<file path="config.mk">
export PLATFORM = sky130hd
export DESIGN_NAME = ntt_addrgen_param
export DESIGN_NICKNAME = d
export VERILOG_FILES = /design/src/rtl/ntt_addrgen_param.sv
export SDC_FILE = /design/constraint.sdc
export NUM_CORES = 1
export LEC_CHECK = 0
export ABC_AREA = 1
export BUFFER_PORTS_ARGS = -buffer_cell sky130_fd_sc_hd__buf_4
export CORE_MARGIN = 5
export CORE_UTILIZATION = 47
export DETAILED_ROUTE_END_ITERATION = 7
export PLACE_DENSITY_LB_ADDON = 0.3
export SYNTH_ARGS = -nofsm -noshare
export SYNTH_HDL_FRONTEND = slang
export SYNTH_SLANG_ARGS = --single-unit
</file>
<file path="constraint.sdc">
create_clock -name clk -period 1.55 [get_ports clk]
set_input_delay 0.31 -clock clk [delete_from_list [all_inputs] [get_ports clk]]
set_output_delay 0.31 -clock clk [all_outputs]
set_load 0.02 [all_outputs]
</file>
<file path="src/rtl/ntt_addrgen_param.sv">
// ntt_addrgen_param: constant-geometry NTT/INTT address sequencer over four
// RAM banks arranged as two ping-pong pairs (P0 = banks 0/1, P1 = banks 2/3).
// Ports: clk, reset (async, active-low), start, valid, mode (0 NTT / 1 INTT);
//   i, j (butterfly index / stage), busy, done, out_sel (result pair);
//   ramN_ena/wea (write port), ramN_enb/web (read port, web held 0);
//   r_addr_0/1 (read addresses), w_addr_0/1 (write addresses), tw_addr.
// Optional: define ADDRGEN_BITREV_EN to bit-reverse final-stage write addresses.
module ntt_addrgen_param #(
    parameter int LOGN     = 8,
    parameter int ADDR_W   = LOGN - 1,
    parameter int STAGE_W  = 5,
    parameter int PIPE_LAT = 4
) (
    input  logic               clk,
    input  logic               reset,
    input  logic               start,
    input  logic               valid,
    input  logic               mode,
    output logic [ADDR_W-1:0]  i,
    output logic [STAGE_W-1:0] j,
    output logic               busy,
    output logic               done,
    output logic               out_sel,
    output logic               ram0_ena,
    output logic               ram1_ena,
    output logic               ram2_ena,
    output logic               ram3_ena,
    output logic               ram0_wea,
    output logic               ram1_wea,
    output logic               ram2_wea,
    output logic               ram3_wea,
    output logic               ram0_enb,
    output logic               ram1_enb,
    output logic               ram2_enb,
    output logic               ram3_enb,
    output logic               ram0_web,
    output logic               ram1_web,
    output logic               ram2_web,
    output logic               ram3_web,
    output logic [ADDR_W-1:0]  r_addr_0,
    output logic [ADDR_W-1:0]  r_addr_1,
    output logic [ADDR_W-1:0]  w_addr_0,
    output logic [ADDR_W-1:0]  w_addr_1,
    output logic [ADDR_W-1:0]  tw_addr
);

    typedef enum logic [1:0] {
        S_IDLE,
        S_READ,
        S_DRAIN,
        S_FIN
    } state_t;

    localparam logic [STAGE_W-1:0] LAST      = STAGE_W'(LOGN - 1);
    localparam logic [ADDR_W-1:0]  I_MAX     = '1;
    localparam logic [3:0]         DRAIN_END = 4'(PIPE_LAT - 1);

    state_t               r_state;
    logic [ADDR_W-1:0]    r_i;
    logic [STAGE_W-1:0]   r_j;
    logic                 r_mode;
    logic                 r_src;
    logic                 r_busy;
    logic                 r_done;
    logic                 r_out_sel;
    logic [3:0]           r_dcnt;

    logic [PIPE_LAT-1:0]             r_dl_fire;
    logic [PIPE_LAT-1:0]             r_dl_dst;
    logic [PIPE_LAT-1:0][ADDR_W-1:0] r_dl_i;

    logic                 w_fire;
    logic [STAGE_W-1:0]   w_s;
    logic                 w_last_stage;
    logic [ADDR_W-1:0]    w_tw_mask;
    logic                 w_wr;
    logic                 w_wdst;
    logic [ADDR_W-1:0]    w_wi;
    logic [ADDR_W-1:0]    w_waddr;

    assign w_fire       = (r_state == S_READ) && valid;
    // Stage ordinal: forward runs j upward, inverse runs it downward.
    assign w_s          = r_mode ? (LAST - r_j) : r_j;
    assign w_last_stage = (w_s == LAST);
    // Clears the low (LOGN-1-s) bits; a full-width shift yields zero.
    assign w_tw_mask    = {ADDR_W{1'b1}} << (LAST - w_s);

    assign w_wr   = r_dl_fire[PIPE_LAT-1];
    assign w_wdst = r_dl_dst[PIPE_LAT-1];
    assign w_wi   = r_dl_i[PIPE_LAT-1];

`ifdef ADDRGEN_BITREV_EN
    logic [ADDR_W-1:0] w_wi_rev;
    always_comb begin
        w_wi_rev = '0;
        for (int k = 0; k < ADDR_W; k++) begin
            w_wi_rev[k] = w_wi[ADDR_W-1-k];
        end
    end
    // Writes of the final stage complete before j moves on, so the
    // current stage ordinal identifies them.
    assign w_waddr = w_last_stage ? w_wi_rev : w_wi;
`else
    assign w_waddr = w_wi;
`endif

    always_ff @(posedge clk or negedge reset) begin
        if (!reset) begin
            r_dl_fire <= '0;
            r_dl_dst  <= '0;
            r_dl_i    <= '0;
        end else begin
            for (int k = PIPE_LAT - 1; k > 0; k--) begin
                r_dl_fire[k] <= r_dl_fire[k-1];
                r_dl_dst[k]  <= r_dl_dst[k-1];
                r_dl_i[k]    <= r_dl_i[k-1];
            end
            r_dl_fire[0] <= w_fire;
            r_dl_dst[0]  <= ~r_src;
            r_dl_i[0]    <= r_i;
        end
    end

    always_ff @(posedge clk or negedge reset) begin
        if (!reset) begin
            r_state   <= S_IDLE;
            r_i       <= '0;
            r_j       <= '0;
            r_mode    <= 1'b0;
            r_src     <= 1'b0;
            r_busy    <= 1'b0;
            r_done    <= 1'b0;
            r_out_sel <= 1'b0;
            r_dcnt    <= '0;
        end else begin
            r_done <= 1'b0;
            unique case (r_state)
                S_IDLE: begin
                    if (start) begin
                        r_state <= S_READ;
                        r_mode  <= mode;
                        r_i     <= '0;
                        r_src   <= 1'b0;
                        r_j     <= mode ? LAST : '0;
                        r_busy  <= 1'b1;
                    end
                end
                S_READ: begin
                    if (valid) begin
                        r_i <= r_i + ADDR_W'(1);
                        if (r_i == I_MAX) begin
                            r_state <= S_DRAIN;
                            r_dcnt  <= '0;
                        end
                    end
                end
                S_DRAIN: begin
                    if (r_dcnt == DRAIN_END) begin
                        if (w_last_stage) begin
                            r_state   <= S_FIN;
                            r_done    <= 1'b1;
                            r_out_sel <= ~r_src;
                        end else begin
                            r_state <= S_READ;
                            r_src   <= ~r_src;
                            r_j     <= r_mode ? (r_j - STAGE_W'(1))
                                              : (r_j + STAGE_W'(1));
                        end
                    end else begin
                        r_dcnt <= r_dcnt + 4'd1;
                    end
                end
                S_FIN: begin
                    r_state <= S_IDLE;
                    r_busy  <= 1'b0;
                end
                default: r_state <= S_IDLE;
            endcase
        end
    end

    assign i       = r_i;
    assign j       = r_j;
    assign busy    = r_busy;
    assign done    = r_done;
    assign out_sel = r_out_sel;

    assign ram0_enb = w_fire & ~r_src;
    assign ram1_enb = w_fire & ~r_src;
    assign ram2_enb = w_fire &  r_src;
    assign ram3_enb = w_fire &  r_src;
    assign ram0_web = 1'b0;
    assign ram1_web = 1'b0;
    assign ram2_web = 1'b0;
    assign ram3_web = 1'b0;

    assign ram0_ena = w_wr & ~w_wdst;
    assign ram1_ena = w_wr & ~w_wdst;
    assign ram2_ena = w_wr &  w_wdst;
    assign ram3_ena = w_wr &  w_wdst;
    assign ram0_wea = w_wr & ~w_wdst;
    assign ram1_wea = w_wr & ~w_wdst;
    assign ram2_wea = w_wr &  w_wdst;
    assign ram3_wea = w_wr &  w_wdst;

    assign r_addr_0 = r_i;
    assign r_addr_1 = r_i;
    assign w_addr_0 = w_waddr;
    assign w_addr_1 = w_waddr;
    assign tw_addr  = r_i & w_tw_mask;

endmodule

</file>
==> results of run 1 <==
final cells by class:
class	count	area, sq um	share of cell area [%]
clock buffer	10	138	3.71
clock inverter	6	47.5	1.28
inverter	28	110	2.97
multi-input combinational	146	998	26.9
sequential	59	1480	39.9
tap	72	90.1	2.43
timing repair buffer	102	842	22.7
placed cells by master (no fill, tap or decap), drive strengths merged, types with 4 or more instances in the layout:
cell / Yosys / final
dfrtp: 59 / 59
o21ai: 16 / 16
buf: 43 / 101
nand2: 57 / 57
inv: 28 / 31
clkbuf: 0 / 10
nand3: 18 / 18
a21oi: 8 / 8
conb: 1 / 4
nor2: 20 / 20
ha: 6 / 6
worst register-to-register path: cells and delay by family (launching register included):
kind	cells	cell delay (ns)
and+or+nand+nor	5	0.46
buffers and inverters	5	0.62
DFF	1	0.43
adders and majority gates	1	0.27
AOI/OAI and AO/OA	1	0.05
where the power goes:
part / internal [W] / switching, W
sequential: 0.00196 / 0.000265
combinational: 0.00189 / 0.00239
clock: 0.000639 / 0.000634
total: 0.00449 / 0.00329
through the flow:
stage               hold WS (ns)  instances
floorplan                 0.0144        276
global placement           0.206        393
detailed placement         0.205        393
CTS                        0.194        419
global route               0.215        423
finish                     0.204        423
repair_timing:
action	4_1_cts	5_1_grt
pin swaps	9	10
hold buffers	1	0
gates resized for setup	26	22
setup endpoints to repair	20	30
endpoints found under the hold margin	17	0
gates cloned	1	0
buffers inserted	8	7
registers in the layout (all words and copies together), names as in the netlist:
| register | count |
|---|---|
| r_state | 2 |
| j | 5 |
| i | 7 |
| w_addr_0 | 7 |
| done | 1 |
| busy | 1 |
| r_dl_dst | 4 |
| r_src | 1 |
| out_sel | 1 |
| r_dcnt | 4 |
| r_dl_i | 21 |
| r_dl_fire | 4 |
| r_mode | 1 |
routing by layer:
layer / track usage [%] / up-vias / wire, microns
met5: 0 / - / 0
met4: 5.61 / 0 / 80
met3: 4.90 / 9 / 411
met2: 28.0 / 68 / 2880
met1: 21.2 / 943 / 2360
li1: - / 961 / -
how the worst max path moves through the flow:
stage	to	slack, ns	cells after the start
finish	tw_addr[6]	-0.72	11
global route	tw_addr[2]	-0.82	12
CTS	tw_addr[0]	-0.70	10
detailed placement	tw_addr[0]	-0.39	10
global placement	tw_addr[5]	-0.33	10
floorplan	tw_addr[0]	-0.33	9
cells by family (layout without fill, tap and decap cells):
| family | count (synthesis) | after routing | share of synthesized area [%] |
|---|---|---|---|
| flip-flops | 59 | 59 | 55.1 |
| other | 1 | 4 | 0.140 |
| buffers and inverters | 71 | 146 | 16.0 |
| XOR/XNOR | 5 | 5 | 1.63 |
| adder cells (fa/ha/maj) | 7 | 7 | 3.55 |
| AND/OR/NAND/NOR | 102 | 102 | 16.7 |
| AO/OA/AOI/OAI | 28 | 28 | 6.86 |
==> results.toml, run 1 <==
[placed_design]
place_worst_setup_slack_ns = -0.393
port_buffers = 66
dp_hpwl_mm = 4.11
placed_cell_area_sq_um = 3240
gp_congestion = 0.826

[logic_synthesis]
synth_edf_count = 0
synth_cells = 273
synth_top_area_cell = "dfrtp_1"
synth_seq_area_share_pct = 55.1
yosysWarnings = 0
yosys-top-cells-count = "dfrtp_1 (59), nand2_1 (56), buf_4 (41), inv_1 (25), nand3_1 (17)"
syn-mean-instance-area_sq_um = 9.82
synth_cell_type_count = 29
async_flop_share_pct = 100
synth_top_area_share_pct = 55.1
yosysMostFrequentCell = "dfrtp_1"
syn_area_sq_um = 2680
synth_area_leaders = "dfrtp_1 (55%), buf_4 (11%), nand2_1 (7.8%), inv_1 (3.5%), nand3_1 (3.2%)"
ys_ff_latch = 59
ys.flop_type = "dfrtp_1"

[outcome]
outcome = "complete, but fails checks"
violations = "negative setup slack"

[floorplanning]
die_area_sq_um = 7310
core_area_sq_um = 5540
io_pins = 71
start_util_pct = 48.4
rows = 27
fp.dieH_microns = 85.5
fp.dieW_microns = 85.5

[routing]
viasPerCell = 4.68
via_count = 1981
routed_wl_mm = 5.73
drtIter0Drc = 106
dr.pass1.iters = 4
avgRoutedWirePerCell_microns = 13.6
drc_errors = 0
postRouteAntennaNets = 0

[setup_path]
r2r-end = "r_src"
startpoint = "r_mode"
rrSetupSlack_ns = -0.35
crit_family = "flip-flops"
worstSetupPathType = "register to primary output"
cp-start-kind = "register"
crit_chain = "nand2_1 -> nand2_2 -> nand2_1 -> o21ai_1 -> ha_2 -> inv_4 -> nand2_4 -> nand2_2 -> o21ai_1 -> nor2_2 -> buf_6"
crit_slowest_cell = "dfrtp_2"
cp_num_buf_inv = 2
critical_path.max_fanout = 4
worst-r2r-cell-count = 12
end_kind = "primary output"
worst_path_largest_cell_delay_ns = 0.43
critPathArrivalTime_ns = 1.96
required_ns = 1.24
r2r_start = "r_mode"

[power]
total_power_w = 0.00778
leakage_nw = 1.86
ir_drop_mv = 1.56
p_per_area_nw_per_um2 = 2100

[finish]
finalInstanceArea_sq_um = 3710
layout-drive-gt1-share_pct = 50.4
utilization_pct = 66.9
areaGrowthSynthToFinish_pct = 38.3
fill_cells = 436
antenna_cells = 0
fin_nets = 358

[clock_network]
cts_buffer_depth = 2
h-tree-depth = 3
cts-root-buf = "clkbuf_8"
clk_latency_ns = 0.33
cts_tree = "built"
cts_buffers = 9
cts_sinks = 59
clk_pin_slew_ns = 0.07

[sta]
tns_ns = -7.23
period_share_pct = 146
slew_violations = 0
setup_viol = 16
fin_crit_ns = 2.27
worst_clock_skew_ns = 0.00794
setup_ws_ns = -0.719
max_freq_ghz = 0.441
rsz0062_at_grt = "yes"
hold_violations = 0

[worst_hold_path]
holdPathStages = 3
min_path_type = "primary input to register"
hold-path-endpoint = "r_mode"
hp-start = "mode"

[global_routing]
grt-ovfl-total = 0
grt_usage_pct = 16.9
antenna_found_initial = 0
grt_pass1_vias = 2009
grt_max_degree = 43
grt_first_pass_wirelength_mm = 9.67

[flow_run]
drv_cap = 0
No activity file was read; power rests on OpenSTA's default activity.
==> run 2: changes to the inputs <==
==> constraint.sdc (replaced) <==
create_clock -name clk -period 1.55 [get_ports clk]
set_input_delay 0.2325 -clock clk [delete_from_list [all_inputs] [get_ports clk]]
set_output_delay 0.2325 -clock clk [all_outputs]
set_load 0.02 [all_outputs]
==> results.toml, run 2 (synthesis results as in run 1) <==
[global_routing]
grt_first_pass_wirelength_mm = 9.76
grt_usage_pct = 17.2
grt-ovfl-total = 0
grt_max_degree = 37
antenna_found_initial = 0
grt_pass1_vias = 2018

[routing]
drc_errors = 0
routed_wl_mm = 6.11
avgRoutedWirePerCell_microns = 14.3
dr.pass1.iters = 4
via_count = 2083
drtIter0Drc = 95
postRouteAntennaNets = 0
viasPerCell = 4.87

[flow_run]
drv_cap = 0

[clock_network]
cts_buffer_depth = 2
cts_tree = "built"
cts_buffers = 9
clk_pin_slew_ns = 0.07
clk_latency_ns = 0.34
h-tree-depth = 3
cts-root-buf = "clkbuf_8"
cts_sinks = 59

[placed_design]
dp_hpwl_mm = 4.09
place_worst_setup_slack_ns = -0.316
dp_cells = 395
port_buffers = 66
placed_cell_area_sq_um = 3220
gp_congestion = 0.824

[finish]
fin_nets = 363
ff_latch_area_sq_um = 1480
mostFrequentLayoutCells = "buf_4 (94), dfrtp_1 (55), nand2_1 (42)"
fill_cells = 419
layout-drive-gt1-share_pct = 52.2
regMostFlops = "r_dl_i"
final_cells = 428
areaGrowthSynthToFinish_pct = 40.2
antenna_cells = 0
finalInstanceArea_sq_um = 3760
final_common_cell = "buf_4"
largest_reg_flops = 21
multi_input_area_sq_um = 1040

[sta]
rsz0062_at_grt = "yes"
period_share_pct = 140
hold_violations = 0
fin_crit_ns = 2.17
setup_viol = 16
worst_clock_skew_ns = 0.00979
max_freq_ghz = 0.461
slew_violations = 0
setup_ws_ns = -0.620

[setup_path]
cp-start-kind = "register"
required_ns = 1.32
critical_path.max_fanout = 3
worstSetupPathType = "register to primary output"
end_kind = "primary output"
critPathArrivalTime_ns = 1.94

[power]
leakage_nw = 1.88
ir_drop_mv = 1.29
p_per_area_nw_per_um2 = 2120
total_power_w = 0.00795

[floorplanning]
die_area_sq_um = 7310
core_area_sq_um = 5540
start_util_pct = 48.4
rows = 27
io_pins = 71
fp.dieW_microns = 85.5
fp.dieH_microns = 85.5

[outcome]
violations = "negative setup slack"
outcome = "complete, but fails checks"

[worst_hold_path]
min_path_type = "primary input to register"
run 2: cell types whose count changed in the layout (fill, tap and decap cells not counted), moves of 2 or more:
cell and delta:
clkinv_4 +2, nor2_2 -2, o21ai_1 -2, buf_4 +7, buf_12 -2, a21oi_2 +2, nand2_2 -2, a21oi_1 -2
nor2_1 +2, ha_4 +2
run 2: cell type report:
type	count	share of cell area (%)
well taps	72	2.40
clock buffers	10	3.66
inverters	28	3.00
repair buffers	107	22.6
multi-input cells	146	27.6
flip-flops and latches	59	39.4
clock inverters	6	1.30
run 2: routing by layer:
| metal | global-route usage [%] | vias up | part of all wire (%) |
|---|---|---|---|
| met1 | 20.6 | 993 | 40 |
| met3 | 5.48 | 16 | 8.2 |
| li1 | - | 977 | - |
| met5 | 0 | - | 0 |
| met2 | 29.0 | 97 | 50 |
| met4 | 6.04 | 0 | 1.8 |
run 2: repair_timing:
item                       CTS  global route
hold buffers                 1             0
hold endpoints to repair    34             0
pin swaps                    7            15
setup buffers                9             8
gates resized for setup     32            23
setup endpoints to repair   20            28
run 2: report_power, final:
group / switching, W / leakage [nW] / total (W) / internal (W)
Clock: 0.000660 / 0.0972 / 0.00130 / 0.000639
Combinational: 0.00246 / 1.03 / 0.00442 / 0.00196
Sequential: 0.000281 / 0.760 / 0.00224 / 0.00196
Total: 0.00340 / 1.88 / 0.00795 / 0.00456
run 2: worst paths after layout:
kind / startpoint / endpoint / depth (start not counted) / slack, ns
max reg2reg: r_mode / j[3] / 10 / -0.27
max in group asynchronous: reset / r_dl_i[14] / 3 / 0.57
min in group asynchronous: reset / i[1] / 2 / 0.37
min: mode / r_mode / 3 / 0.15
max: r_mode / tw_addr[5] / 10 / -0.62
min reg2reg: r_dl_dst[2] / r_dl_dst[3] / 0 / 0.35
run 2: critical path: stages, from the launching register on:
cell and delay (ns):
dfrtp_2 0.43, inv_2 0.08, nand2_2 0.05, nand2_2 0.06, nand2_2 0.07, o21ai_4 0.08
ha_4 0.24, nor2_4 0.14, inv_4 0.06, a211oi_4 0.24, buf_6 0.15
run 2: through the flow:
step	hold WS [ns]	util (%)	TNS [ns]
2_1_floorplan	-0.0631	-	-1.70
3_3_place_gp	0.223	58.2	-3.04
3_5_place_dp	0.223	58.2	-3.67
4_1_cts	0.132	65.3	-5.72
5_1_grt	0.148	67.8	-7.44
6_report	0.149	67.8	-5.95
==> run 3: changes to the inputs <==
--- a/config.mk
+++ b/config.mk
@@ -11,6 +11,8 @@
 export CORE_UTILIZATION = 47
 export DETAILED_ROUTE_END_ITERATION = 7
 export PLACE_DENSITY_LB_ADDON = 0.3
+export RECOVER_POWER = 50
+export REMOVE_ABC_BUFFERS = 1
 export SYNTH_ARGS = -nofsm -noshare
 export SYNTH_HDL_FRONTEND = slang
 export SYNTH_SLANG_ARGS = --single-unit
==> results.toml, run 3 (synthesis results as in run 1) <==
[finish]
antenna_cells = 0
mostFrequentLayoutCells = "buf_4 (83), dfrtp_1 (59), nand2_1 (48)"
final_cells = 420
utilization_pct = 65.5
largest_reg_flops = 21
areaGrowthSynthToFinish_pct = 35.5
finalInstanceArea_sq_um = 3630
fin_nets = 355
layout-drive-gt1-share_pct = 44.5
regMostFlops = "r_dl_i"
final_common_cell = "buf_4"

[sta]
hold_violations = 0
setup_viol = 18
holdWs_ns = 0.142
slew_violations = 0
rsz0062_at_grt = "yes"
worstMarginPinSlew_ns = 0.800
worst_clock_skew_ns = 0.0102
period_share_pct = 140
max_freq_ghz = 0.460
max_slew_margin_pct = 46.6
setup_ws_ns = -0.622
fin_crit_ns = 2.17

[power]
p_per_area_nw_per_um2 = 2130
p_int_w = 0.00461
seqPwrFrac_pct = 28.7
ir_drop_mv = 1.24
leakage_nw = 1.84
power_switching_w = 0.00312
clkPwrFrac_pct = 20.1
pwr-share-comb_pct = 51.2
total_power_w = 0.00773
switching_share_pct = 40.4

[routing]
avgRoutedWirePerCell_microns = 14.2
drc_errors = 0
drtIter0Drc = 96
viasPerCell = 4.88
postRouteAntennaNets = 0
dr.pass1.iters = 4
routed_wl_mm = 5.97
via_count = 2049

[floorplanning]
rows = 27
start_util_pct = 48.4
fp.dieH_microns = 85.5
die_area_sq_um = 7310
io_pins = 71
fp.dieW_microns = 85.5
core_area_sq_um = 5540

[setup_path]
worstSetupPathType = "register to primary output"
crit_chain = "inv_1 -> nand2_1 -> nand2_1 -> nand2_1 -> o21ai_2 -> ha_4 -> nor2_2 -> inv_1 -> a211oi_2 -> buf_4"
critPathArrivalTime_ns = 1.94
crit_family = "flip-flops"
cp_num_buf_inv = 3
required_ns = 1.32
end_kind = "primary output"
cp-start-kind = "register"
r2r_start = "r_mode"
worst_path_largest_cell_delay_ns = 0.40
critical_path.max_fanout = 3
crit_slowest_cell = "dfrtp_1"
startpoint = "r_mode"
path_common_cell = "nand2_1"

[worst_hold_path]
min_path_type = "primary input to register"
hp-start = "mode"

[placed_design]
port_buffers = 66
gp_congestion = 0.851
dp_cells = 393
dp_hpwl_mm = 4.01
placed_cell_area_sq_um = 3140

[global_routing]
grt_first_pass_wirelength_mm = 8.98
grt_max_degree = 33
grt-ovfl-total = 0
grt_usage_pct = 15.9
grt_pass1_vias = 1946
antenna_found_initial = 0

[clock_network]
cts_sinks = 59
clk_latency_ns = 0.34
cts_tree = "built"
cts-root-buf = "clkbuf_8"
cts_buffers = 9
h-tree-depth = 3
clk_pin_slew_ns = 0.07
cts_buffer_depth = 2

[flow_run]
drv_cap = 0

[outcome]
outcome = "complete, but fails checks"
violations = "negative setup slack"
run 3: per-stage QoR:
step | setup slack [ns] | TNS, ns
2_1_floorplan | -0.578 | -5.27
3_3_place_gp | -0.239 | -1.81
3_5_place_dp | -0.334 | -3.20
4_1_cts | -0.664 | -5.11
5_1_grt | -0.732 | -7.58
6_report | -0.622 | -4.97
run 3: what timing repair did:
item,4_1_cts,5_1_grt
hold buffers,1,0
pin swaps,5,11
setup endpoints to repair,20,24
gates cloned,0,1
resized for setup,20,27
setup buffers,4,5
endpoints found under the hold margin,30,0
run 3: worst paths after layout:
| path | to | slack [ns] | cells past startpoint |
|---|---|---|---|
| setup / recovery | tw_addr[5] | -0.62 | 10 |
| hold / removal | r_mode | 0.14 | 3 |
| setup reg to reg | j[1] | -0.16 | 12 |
| hold reg to reg | r_dl_i[15] | 0.34 | 0 |
| max in group asynchronous | r_dl_i[19] | 0.19 | 3 |
| min in group asynchronous | w_addr_0[2] | 0.51 | 2 |
run 3: final cells by class:
cell class                 count  area (sq um)
fill                         432          1910
sequential                    59          1480
multi-input combinational    146           952
timing repair buffer          99           777
clock buffer                   9           124
inverter                      28           110
clock inverter                 7           101
tap                           72          90.1
run 3: per-layer routing:
metal	up-vias	GRT usage [%]	wire, microns
met5	-	0	0
met4	0	6.91	204
met3	19	5.09	457
met2	77	27.9	3150
met1	997	17.6	2150
li1	956	-	-
run 3: power by group through the flow:
| stage | combinational, W | clock [W] | sequential [W] |
|---|---|---|---|
| floorplan | 0.00144 | 0 | 0.00257 |
| global placement | 0.00306 | 0 | 0.00221 |
| detailed placement | 0.00315 | 0 | 0.00223 |
| CTS | 0.00350 | 0.00159 | 0.00221 |
| global route | 0.00429 | 0.00167 | 0.00226 |
| finish | 0.00396 | 0.00156 | 0.00221 |
run 3: worst min-delay path: cells and delay by family:
family / cells / cell delay [ns]
compound gates: 1 / 0.07
buf+inv: 1 / 0.09
simple gates: 1 / 0.05
